**src/rtl/page_bridge_pkg.sv**
```systemverilog
// Shared definitions for the page port bridge: FSM state encoding and a
// constant-evaluable ceil(log2) helper used to size FIFO pointers/counters.
package page_bridge_pkg;

  typedef enum logic [1:0] {
    IDLE  = 2'd0,
    RUN   = 2'd1,
    FLUSH = 2'd2
  } bridge_state_e;

  // ceil(log2(value)); clog2(1) = 0
  function automatic int clog2(input int value);
    int result;
    result = 0;
    for (int v = value - 1; v > 0; v = v >> 1) begin
      result++;
    end
    return result;
  endfunction

endpackage

```
**src/rtl/page_port_fifo.sv**
```systemverilog
// Single-clock FIFO for one bridge port. DEPTH must be a power of two so the
// pointers wrap naturally; full/empty come from an occupancy count one bit
// wider than the pointers. The head word is read straight from the storage
// registers, and the output reads zero whenever the FIFO is empty.
module page_port_fifo
  import page_bridge_pkg::*;
#(
  parameter int WIDTH = 32,
  parameter int DEPTH = 4
) (
  input  logic             ap_clk,
  input  logic             ap_rst_n,
  input  logic             clear,
  input  logic             push,
  input  logic             pop,
  input  logic [WIDTH-1:0] din,
  output logic [WIDTH-1:0] dout,
  output logic             full,
  output logic             empty
);

  localparam int PW = clog2(DEPTH);
  localparam int CW = PW + 1;

  logic [WIDTH-1:0] mem [DEPTH];
  logic [PW-1:0]    wr_ptr;
  logic [PW-1:0]    rd_ptr;
  logic [CW-1:0]    count;
  logic             do_push;
  logic             do_pop;

  assign full    = (count == CW'(DEPTH));
  assign empty   = (count == '0);
  assign do_push = push && !full;
  assign do_pop  = pop && !empty;
  assign dout    = empty ? '0 : mem[rd_ptr];

  // Storage write: only the addressed entry changes on an accepted push.
  // NOTE: the data array has no reset; pointers and count define validity, so
  // resetting the storage would only add reset fan-out for no behavioural gain.
  always_ff @(posedge ap_clk) begin
    if (do_push) begin
      mem[wr_ptr] <= din;
    end
  end

  // Pointer and occupancy tracking; clear empties the FIFO in one cycle.
  // NOTE: non-blocking assignments keep every register update using the
  // pre-edge values, so count and pointers stay mutually consistent.
  always_ff @(posedge ap_clk or negedge ap_rst_n) begin
    if (!ap_rst_n) begin
      wr_ptr <= '0;
      rd_ptr <= '0;
      count  <= '0;
    end else if (clear) begin
      wr_ptr <= '0;
      rd_ptr <= '0;
      count  <= '0;
    end else begin
      if (do_push) wr_ptr <= wr_ptr + 1'b1;
      if (do_pop)  rd_ptr <= rd_ptr + 1'b1;
      count <= count + CW'(do_push) - CW'(do_pop);
    end
  end

endmodule

```
**src/rtl/page_port_bridge.sv**
```systemverilog
// Bridge between leaf vld/ack interfaces and kernel AXI-stream ports, with
// one FIFO per port in each direction and a small IDLE/RUN/FLUSH controller.
// Ports only move data in RUN; FLUSH clears every FIFO for one cycle.
// Optional feature: define PAGE_PORT_BRIDGE_STATS_EN to add beat_cnt, a
// 32-bit wrapping count of kernel-side transfers per port (in ports first).
module page_port_bridge
  import page_bridge_pkg::*;
#(
  parameter int NUM_IN_PORTS  = 1,
  parameter int NUM_OUT_PORTS = 1,
  parameter int PAYLOAD_BITS  = 32,
  parameter int FIFO_DEPTH    = 4
) (
  input  logic                                  ap_clk,
  input  logic                                  ap_rst_n,
  input  logic                                  enable,
  input  logic                                  resend,
  input  logic [NUM_IN_PORTS*PAYLOAD_BITS-1:0]  iface_dout,
  input  logic [NUM_IN_PORTS-1:0]               iface_vld,
  output logic [NUM_IN_PORTS-1:0]               iface_ack,
  output logic [NUM_IN_PORTS*PAYLOAD_BITS-1:0]  in_tdata,
  output logic [NUM_IN_PORTS-1:0]               in_tvalid,
  input  logic [NUM_IN_PORTS-1:0]               in_tready,
  input  logic [NUM_OUT_PORTS*PAYLOAD_BITS-1:0] out_tdata,
  input  logic [NUM_OUT_PORTS-1:0]              out_tvalid,
  output logic [NUM_OUT_PORTS-1:0]              out_tready,
  output logic [NUM_OUT_PORTS*PAYLOAD_BITS-1:0] iface_din,
  output logic [NUM_OUT_PORTS-1:0]              iface_uvld,
  input  logic [NUM_OUT_PORTS-1:0]              iface_uack,
  output logic                                  ap_start,
  output logic [1:0]                            state_o
`ifdef PAGE_PORT_BRIDGE_STATS_EN
  ,
  output logic [(NUM_IN_PORTS+NUM_OUT_PORTS)*32-1:0] beat_cnt
`endif
);

  bridge_state_e state;
  bridge_state_e state_next;
  logic          run;
  logic          flush;

  logic [NUM_IN_PORTS-1:0]  in_full;
  logic [NUM_IN_PORTS-1:0]  in_empty;
  logic [NUM_OUT_PORTS-1:0] out_full;
  logic [NUM_OUT_PORTS-1:0] out_empty;

  assign run      = (state == RUN);
  assign flush    = (state == FLUSH);
  assign ap_start = run;
  assign state_o  = state;

  // Handshakes: ready depends only on FIFO space, valid only on FIFO content,
  // and both are held low outside RUN so nothing moves in IDLE or FLUSH.
  assign iface_ack  = {NUM_IN_PORTS{run}}  & ~in_full;
  assign in_tvalid  = {NUM_IN_PORTS{run}}  & ~in_empty;
  assign out_tready = {NUM_OUT_PORTS{run}} & ~out_full;
  assign iface_uvld = {NUM_OUT_PORTS{run}} & ~out_empty;

  // Controller state register.
  always_ff @(posedge ap_clk or negedge ap_rst_n) begin
    if (!ap_rst_n) state <= IDLE;
    else           state <= state_next;
  end

  // Next-state logic: resend overrides everything, FLUSH always returns to IDLE.
  // NOTE: state_next gets a default before any branch so no path leaves it
  // unassigned, which would otherwise infer a latch.
  always_comb begin
    state_next = state;
    if (resend) begin
      state_next = FLUSH;
    end else begin
      case (state)
        IDLE:    if (enable)  state_next = RUN;
        RUN:     if (!enable) state_next = IDLE;
        FLUSH:   state_next = IDLE;
        default: state_next = IDLE;
      endcase
    end
  end

  for (genvar i = 0; i < NUM_IN_PORTS; i++) begin : g_in
    page_port_fifo #(
      .WIDTH (PAYLOAD_BITS),
      .DEPTH (FIFO_DEPTH)
    ) u_fifo (
      .ap_clk   (ap_clk),
      .ap_rst_n (ap_rst_n),
      .clear    (flush),
      .push     (iface_vld[i] && iface_ack[i]),
      .pop      (in_tvalid[i] && in_tready[i]),
      .din      (iface_dout[i*PAYLOAD_BITS +: PAYLOAD_BITS]),
      .dout     (in_tdata[i*PAYLOAD_BITS +: PAYLOAD_BITS]),
      .full     (in_full[i]),
      .empty    (in_empty[i])
    );
  end

  for (genvar j = 0; j < NUM_OUT_PORTS; j++) begin : g_out
    page_port_fifo #(
      .WIDTH (PAYLOAD_BITS),
      .DEPTH (FIFO_DEPTH)
    ) u_fifo (
      .ap_clk   (ap_clk),
      .ap_rst_n (ap_rst_n),
      .clear    (flush),
      .push     (out_tvalid[j] && out_tready[j]),
      .pop      (iface_uvld[j] && iface_uack[j]),
      .din      (out_tdata[j*PAYLOAD_BITS +: PAYLOAD_BITS]),
      .dout     (iface_din[j*PAYLOAD_BITS +: PAYLOAD_BITS]),
      .full     (out_full[j]),
      .empty    (out_empty[j])
    );
  end

`ifdef PAGE_PORT_BRIDGE_STATS_EN
  localparam int NUM_PORTS = NUM_IN_PORTS + NUM_OUT_PORTS;

  logic [NUM_PORTS-1:0] kernel_xfer;

  assign kernel_xfer = {out_tvalid & out_tready, in_tvalid & in_tready};

  for (genvar k = 0; k < NUM_PORTS; k++) begin : g_stats
    logic [31:0] cnt;

    // Per-port beat counter; survives FLUSH, cleared only by reset.
    always_ff @(posedge ap_clk or negedge ap_rst_n) begin
      if (!ap_rst_n)          cnt <= '0;
      else if (kernel_xfer[k]) cnt <= cnt + 32'd1;
    end

    assign beat_cnt[k*32 +: 32] = cnt;
  end
`else
  // Statistics disabled: no beat_cnt port and no counters.
`endif

endmodule
```
**config.mk**
```make
export PLATFORM = sky130hd
export DESIGN_NAME = page_port_bridge
export DESIGN_NICKNAME = d
export VERILOG_FILES = /design/src/rtl/page_bridge_pkg.sv /design/src/rtl/page_port_fifo.sv /design/src/rtl/page_port_bridge.sv
export SDC_FILE = /design/constraint.sdc
export NUM_CORES = 1
export LEC_CHECK = 0
export CAP_MARGIN = 40
export CORE_MARGIN = 2
export CORE_UTILIZATION = 35
export DETAILED_ROUTE_END_ITERATION = 10
export DONT_BUFFER_PORTS = 1
export SLEW_MARGIN = 20
export SYNTH_ARGS = -nofsm -noshare
export SYNTH_HDL_FRONTEND = slang
export SYNTH_SLANG_ARGS = --single-unit
```
**constraint.sdc**
```tcl
create_clock -name ap_clk -period 3.1 [get_ports ap_clk]
set_input_delay 0.62 -clock ap_clk [delete_from_list [all_inputs] [get_ports ap_clk]]
set_output_delay 0.62 -clock ap_clk [all_outputs]
set_load 0.02 [all_outputs]
```
* Word level (Yosys, flattened, before mapping) *
Memory sizes are Yosys's and may differ from the RTL's.
Index checks and enable logic that the tools add are counted.

storage, ports and cells
  flip-flop bits (word level) = 16
  memories kept = 2
  RAM bits = 256
  output and inout port bits = 71

cells by class
  reductions and logical operators = 20
  bitwise gates (word level) = 8
  equal/unequal tests = 6
  add/subtract/negate cells = 8
  muxes and demuxes = 20

memory list
  name                 depth  bits a word  rd ports  clocked after memory_dff  write ports  line                  RTL
  g_in[0].u_fifo.mem   4      32           1         0                         1            page_port_fifo.sv:25  logic [WIDTH-1:0] mem [DEPTH];
  g_out[0].u_fifo.mem  4      32           1         0                         1            page_port_fifo.sv:25

operators with widths
  kind                 count
  $mux 32              2
  $mux 2               11
  $add 2x1->2 const B  4
  $logic_and 1x1->1    8
  $reduce_bool 2->1    4
  $add 3x1->3          2
  $eq 3x3->1 const B   2
  $logic_not 3->1      2
  $mux 3               2
  $ne 3x3->1 const B   2
  $sub 3x1->3          2
  $and 1x1->1          4
  $logic_not 1->1      4
  $mux 1               4
  $not 1->1            4
  $pmux 2 s2           1
  $eq 2x1->1 const B   1
  $eq 2x2->1 const B   1
  $logic_not 2->1      1
  $reduce_and 2->1     1

* Longest topological paths before layout *
  word-level depth = 8
  mapped depth = 12
  mapped depth without buffers = 12

* By module *
A second synthesis with hierarchy kept.

unflattened totals
  cells, all modules = 513
  area, all modules = 10,754.1 um^2

modules (own cells, without submodules)
  module            times used  area an instance (um^2)  cells an instance  seq. area each (um^2)
  page_port_fifo    2           5,293.8                  249                4,018.9
  page_port_bridge  1           166.4                    15                 50.0

* Worst setup path before layout *
Ideal clock, no wire load.

  path type = reg2reg
  start = register state[1] (netlist: state_o[1])
  end = register g_out[0].u_fifo.count[2]
  setup time = 0.086 ns
  stages on the path, launching flop included = 13
  slack = 0.622 ns
  path buffers = 0
  arrival = 2.391 ns
  required time = 3.014 ns
  period minus slack after synthesis = 2.478 ns
  cell sequence = dfrtp_1 -> inv_1 -> nand2_1 -> inv_1 -> and3_1 -> ha_1 -> inv_1 -> ha_1 -> inv_1 -> fa_1 -> xor2_1 -> and2_2 -> nor3_1

between the ends
  longest elaborated chain between the ends = 7
  elaborated cells between the ends (all ways) = 11
  those cells by class = add/sub (2); eq/ne (2); mux (1); bitwise (2); reduce/logical (4)

ends and longest elaborated chain
  element                 line                     RTL
  start, declared         page_port_bridge.sv:38   bridge_state_e state;
  start signal, assigned  page_port_bridge.sv:63   else state <= state_next;
  $eq 2x1->1 (*)          page_port_bridge.sv:48   assign run = (state == RUN);
  net ap_start            page_port_bridge.sv:30   output logic ap_start,
  $and 1x1->1             page_port_bridge.sv:57   assign out_tready = {NUM_OUT_PORTS{run}} & ~out_full;
  $logic_and 1x1->1       page_port_bridge.sv:108  .push (out_tvalid[j] && out_tready[j]),
  $logic_and 1x1->1       page_port_fifo.sv:34     assign do_push = push && !full;
  $add 3x1->3             page_port_fifo.sv:62     count <= count + CW'(do_push) - CW'(do_pop);
  $sub 3x1->3 (*)         page_port_fifo.sv:62
  $mux 3 (*)              page_port_fifo.sv:55     end else if (clear) begin
  end signal, assigned    page_port_fifo.sv:62
  end, declared           page_port_fifo.sv:28     logic [CW-1:0] count;

Mark *: on every way through the listed nets, which the timed path passes. The rest lies on a longest branch.
A chain may end at the register's enable or synchronous reset.

* Final worst setup path *
  start = register g_in[0].u_fifo.rd_ptr[0]
  end = output port in_tdata[2]

between the ends
  longest elaborated chain between the ends = 2

ends and longest elaborated chain
  element                 line                    RTL
  start, declared         page_port_fifo.sv:27    logic [PW-1:0] rd_ptr;
  start signal, assigned  page_port_fifo.sv:61    if (do_pop) rd_ptr <= rd_ptr + 1'b1;
  $mem_v2 4x32            -
  $mux 32                 page_port_fifo.sv:36    assign dout = empty ? '0 : mem[rd_ptr];
  end, declared           page_port_bridge.sv:21  output logic [NUM_IN_PORTS*PAYLOAD_BITS-1:0] in_tdata,

No other way between the ends.

==> results.json <==
{
  "grt_pass1_wl_mm": 31.6,
  "ant_nets": 0,
  "worstHoldPathCells": 0,
  "power_w": 0.00761,
  "critPathTopFamily": "flip-flops",
  "tightest_slew_ns": 0.750,
  "setup_slack_ns": 0.225,
  "start_kind": "flip-flop",
  "dp_slack_ns": 0.540,
  "end_kind": "output port",
  "die_w_um": 180,
  "r2r_end": "g_out[0].u_fifo.count[2]",
  "drt_pre_antenna_iters": 5,
  "cts_sinks": 272,
  "die_y_um": 180,
  "status": "complete, no violations",
  "yosysTopAreaCell": "edfxtp_1",
  "final-setup-viol-count": 0,
  "cts.clk_slew.worst_paths_ns": 0.06,
  "crit_chain": "buf_12 > mux4_2 > and2_1",
  "r2r_setup_slack_ns": 0.53,
  "cp.required_ns": 2.48,
  "cp_num_buf_inv": 1,
  "clkLatencyLatePin_ns": 0.54,
  "fin_crit_ns": 2.88,
  "maxSlewHeadroom_pct": 49.8,
  "yosysUniqueCellTypes": 32,
  "wl_per_cell_um": 21.0,
  "cp.arrival_ns": 2.26,
  "post-route-period-util_pct": 92.7,
  "final-hold-violation-count": 0,
  "fin_tns_setup_ns": 0,
  "drive_gt1_share_pct": 23.5,
  "syn_to_final_growth_pct": 14.1,
  "p_per_area_nw_per_um2": 617,
  "max_freq_ghz": 0.348,
  "drcViolationCount": 0,
  "dpl.hpwl_mm": 12.8,
  "drtIter0Drc": 252,
  "numPortBuffers": 0,
  "cts_root_buf": "clkbuf_16",
  "cpPeakStageDelay_ns": 0.59,
  "drv_slew": 0,
  "die_area_sq_um": 32300,
  "postCtsResizedCells": 0,
  "ys_warn_count": 0,
  "path_depth": 3,
  "final_nets": 632,
  "maxCapViolCount": 0,
  "slowest_stage": "dfrtp_2",
  "yosysTopAreaCellShare_pct": 71.1,
  "ios": 143,
  "path_max_fanout": 27,
  "synth_cells": 526,
  "reg2regPathDepth": 12,
  "post-route-util_pct": 40.4,
  "num_rows": 64,
  "start_util_pct": 35.4,
  "rsz0062_at_grt": "no",
  "wirelength_mm": 20.3,
  "yosysSeqAreaShare_pct": 74.8,
  "grt_pass1_vias": 5402,
  "post_drt_via_cell_ratio": 5.03,
  "leakagePower_nw": 3.96,
  "cts_buffers": 28,
  "fin_worst_skew_ns": 0.0254,
  "core_sq_um": 30500,
  "antenna_found_initial": 0,
  "syn_area_sq_um": 10800,
  "syn_area_per_cell_sq_um": 20.5,
  "r2r_start": "state_o[1]",
  "overflow": 0,
  "grt.total_usage_pct": 12.5,
  "hold_path.class": "in2reg",
  "synth_area_leaders": "edfxtp_1 71%, mux4_2 13%, and2_1 3.9%",
  "holdWs_ns": 0.109,
  "place.gp.congestion": 0.708,
  "syn_nets": 612,
  "grt_max_degree": 38,
  "n_antenna_cell": 0,
  "synth_seq_cells": 272,
  "cts_buffer_depth": 3,
  "htreeDepth": 1,
  "vdd_ir_drop_max_mv": 0.541,
  "via_count": 4842,
  "hold_end": "state_o[1]",
  "crit_type": "reg2out",
  "hp-start": "resend",
  "cts_tree": "done"
}
stage by stage:
stage,cells,instance area (sq um)
floorplan,526,10800
global placement,904,11200
detailed placement,908,11300
CTS,960,12300
global route,963,12300
finish,963,12300
what timing repair did:
item	in CTS	in global routing
hold buffers	1	0
buffers inserted	0	0
hold endpoints to repair	16	0
power by group:
group / switching [W] / internal (W) / total [W] / leakage (nW)
combinational: 0.000111 / 0.0000442 / 0.000155 / 0.975
sequential: 0.00000680 / 0.00403 / 0.00404 / 2.52
clock: 0.00130 / 0.00211 / 0.00342 / 0.470
total: 0.00142 / 0.00619 / 0.00761 / 3.96
flip-flops by register name (all words and copies together), names as in the netlist:
name / cells
g_in.u_fifo.count: 3
g_in.u_fifo.mem: 128
g_in.u_fifo.rd_ptr: 2
g_in.u_fifo.wr_ptr: 2
g_out.u_fifo.count: 3
g_out.u_fifo.mem: 128
g_out.u_fifo.rd_ptr: 2
g_out.u_fifo.wr_ptr: 2
state_o: 2
per-layer routing:
layer / vias to the layer above / track usage, % / wire, um
met2: 171 / 21.7 / 9930
met4: 0 / 2.99 / 447
li1: 2142 / - / -
met3: 29 / 6.36 / 2300
met1: 2500 / 13.8 / 7590
met5: - / 0 / 0
cells by family after synthesis:
logic type | Yosys count | share of synthesized area [%]
xor+xnor | 2 | 0.162
buf+inv | 39 | 2.25
compound gates | 15 | 0.973
simple gates | 120 | 6.69
flops | 272 | 74.8
mux | 64 | 13.3
fa+ha+maj | 14 | 1.76
layout by cell type (no fill, tap or decap), types with 4 or more instances in the layout:
cell type  netlist  routed
and3_2           0       8
buf_4            0       7
clkbuf_16        0      29
edfxtp_1       256     256
clkbuf_1         7       4
nor2_1          12      12
clkinv_2         0       4
nand3_1          9       9
inv_1           12      12
dfrtp_1         16      14
mux4_2          64      64
bufinv_16        0       5
a21oi_1          4       4
o21ai_0          4       4
ha_1            12      12
clkinv_1         0       7
buf_12           0       7
and2_1          68      68
worst reg2reg max path: stages (launching register included):
cell     delay, ns
dfrtp_1       0.38
inv_1         0.15
nand2_1       0.14
inv_1         0.25
and3_1        0.21
ha_1          0.23
inv_1         0.06
ha_1          0.13
inv_1         0.05
fa_1          0.40
xor2_1        0.17
and2_2        0.20
nor3_1        0.12
Yosys cell counts (all sizes together):
library cell and count:
edfxtp 256, and2 69, mux4 64, buf 18, dfrtp 16, ha 12, inv 12, nor2 12
and3 9, nand3 9, clkbuf 7, a21oi 4, o21ai 4, nand4 3, nor3b 3, o311ai 3
a32o 2, and3b 2, dlymetal6s2s 2, fa 2, nand2 2, nand3b 2, nor2b 2, nor3 2
or3 2, or3b 2, xor2 2, a22o 1, a41o 1, nor4bb 1
worst max-delay path by stage:
| stage | start | slack [ns] | to |
|---|---|---|---|
| 6_report | g_in[0].u_fifo.rd_ptr[0] | 0.22 | in_tdata[2] |
| 5_1_grt | g_in[0].u_fifo.rd_ptr[0] | 0.08 | in_tdata[20] |
| 2_1_floorplan | state_o[1] | 0.62 | g_out[0].u_fifo.count[2] |
| 3_5_place_dp | state_o[1] | 0.54 | g_out[0].u_fifo.count[2] |
| 4_1_cts | g_in[0].u_fifo.rd_ptr[0] | 0.12 | in_tdata[20] |
| 3_3_place_gp | state_o[1] | 0.60 | g_out[0].u_fifo.count[2] |
cell type report:
cell class	count	area [sq um]
Tap cell	396	495
Multi-Input combinational cell	215	2490
Sequential cell	272	8090
Clock inverter	18	216
Clock buffer	33	741
Timing Repair Buffer	17	258
Fill cell	2665	18200
Inverter	12	45.0
No activity file was read; power rests on OpenSTA's default activity.
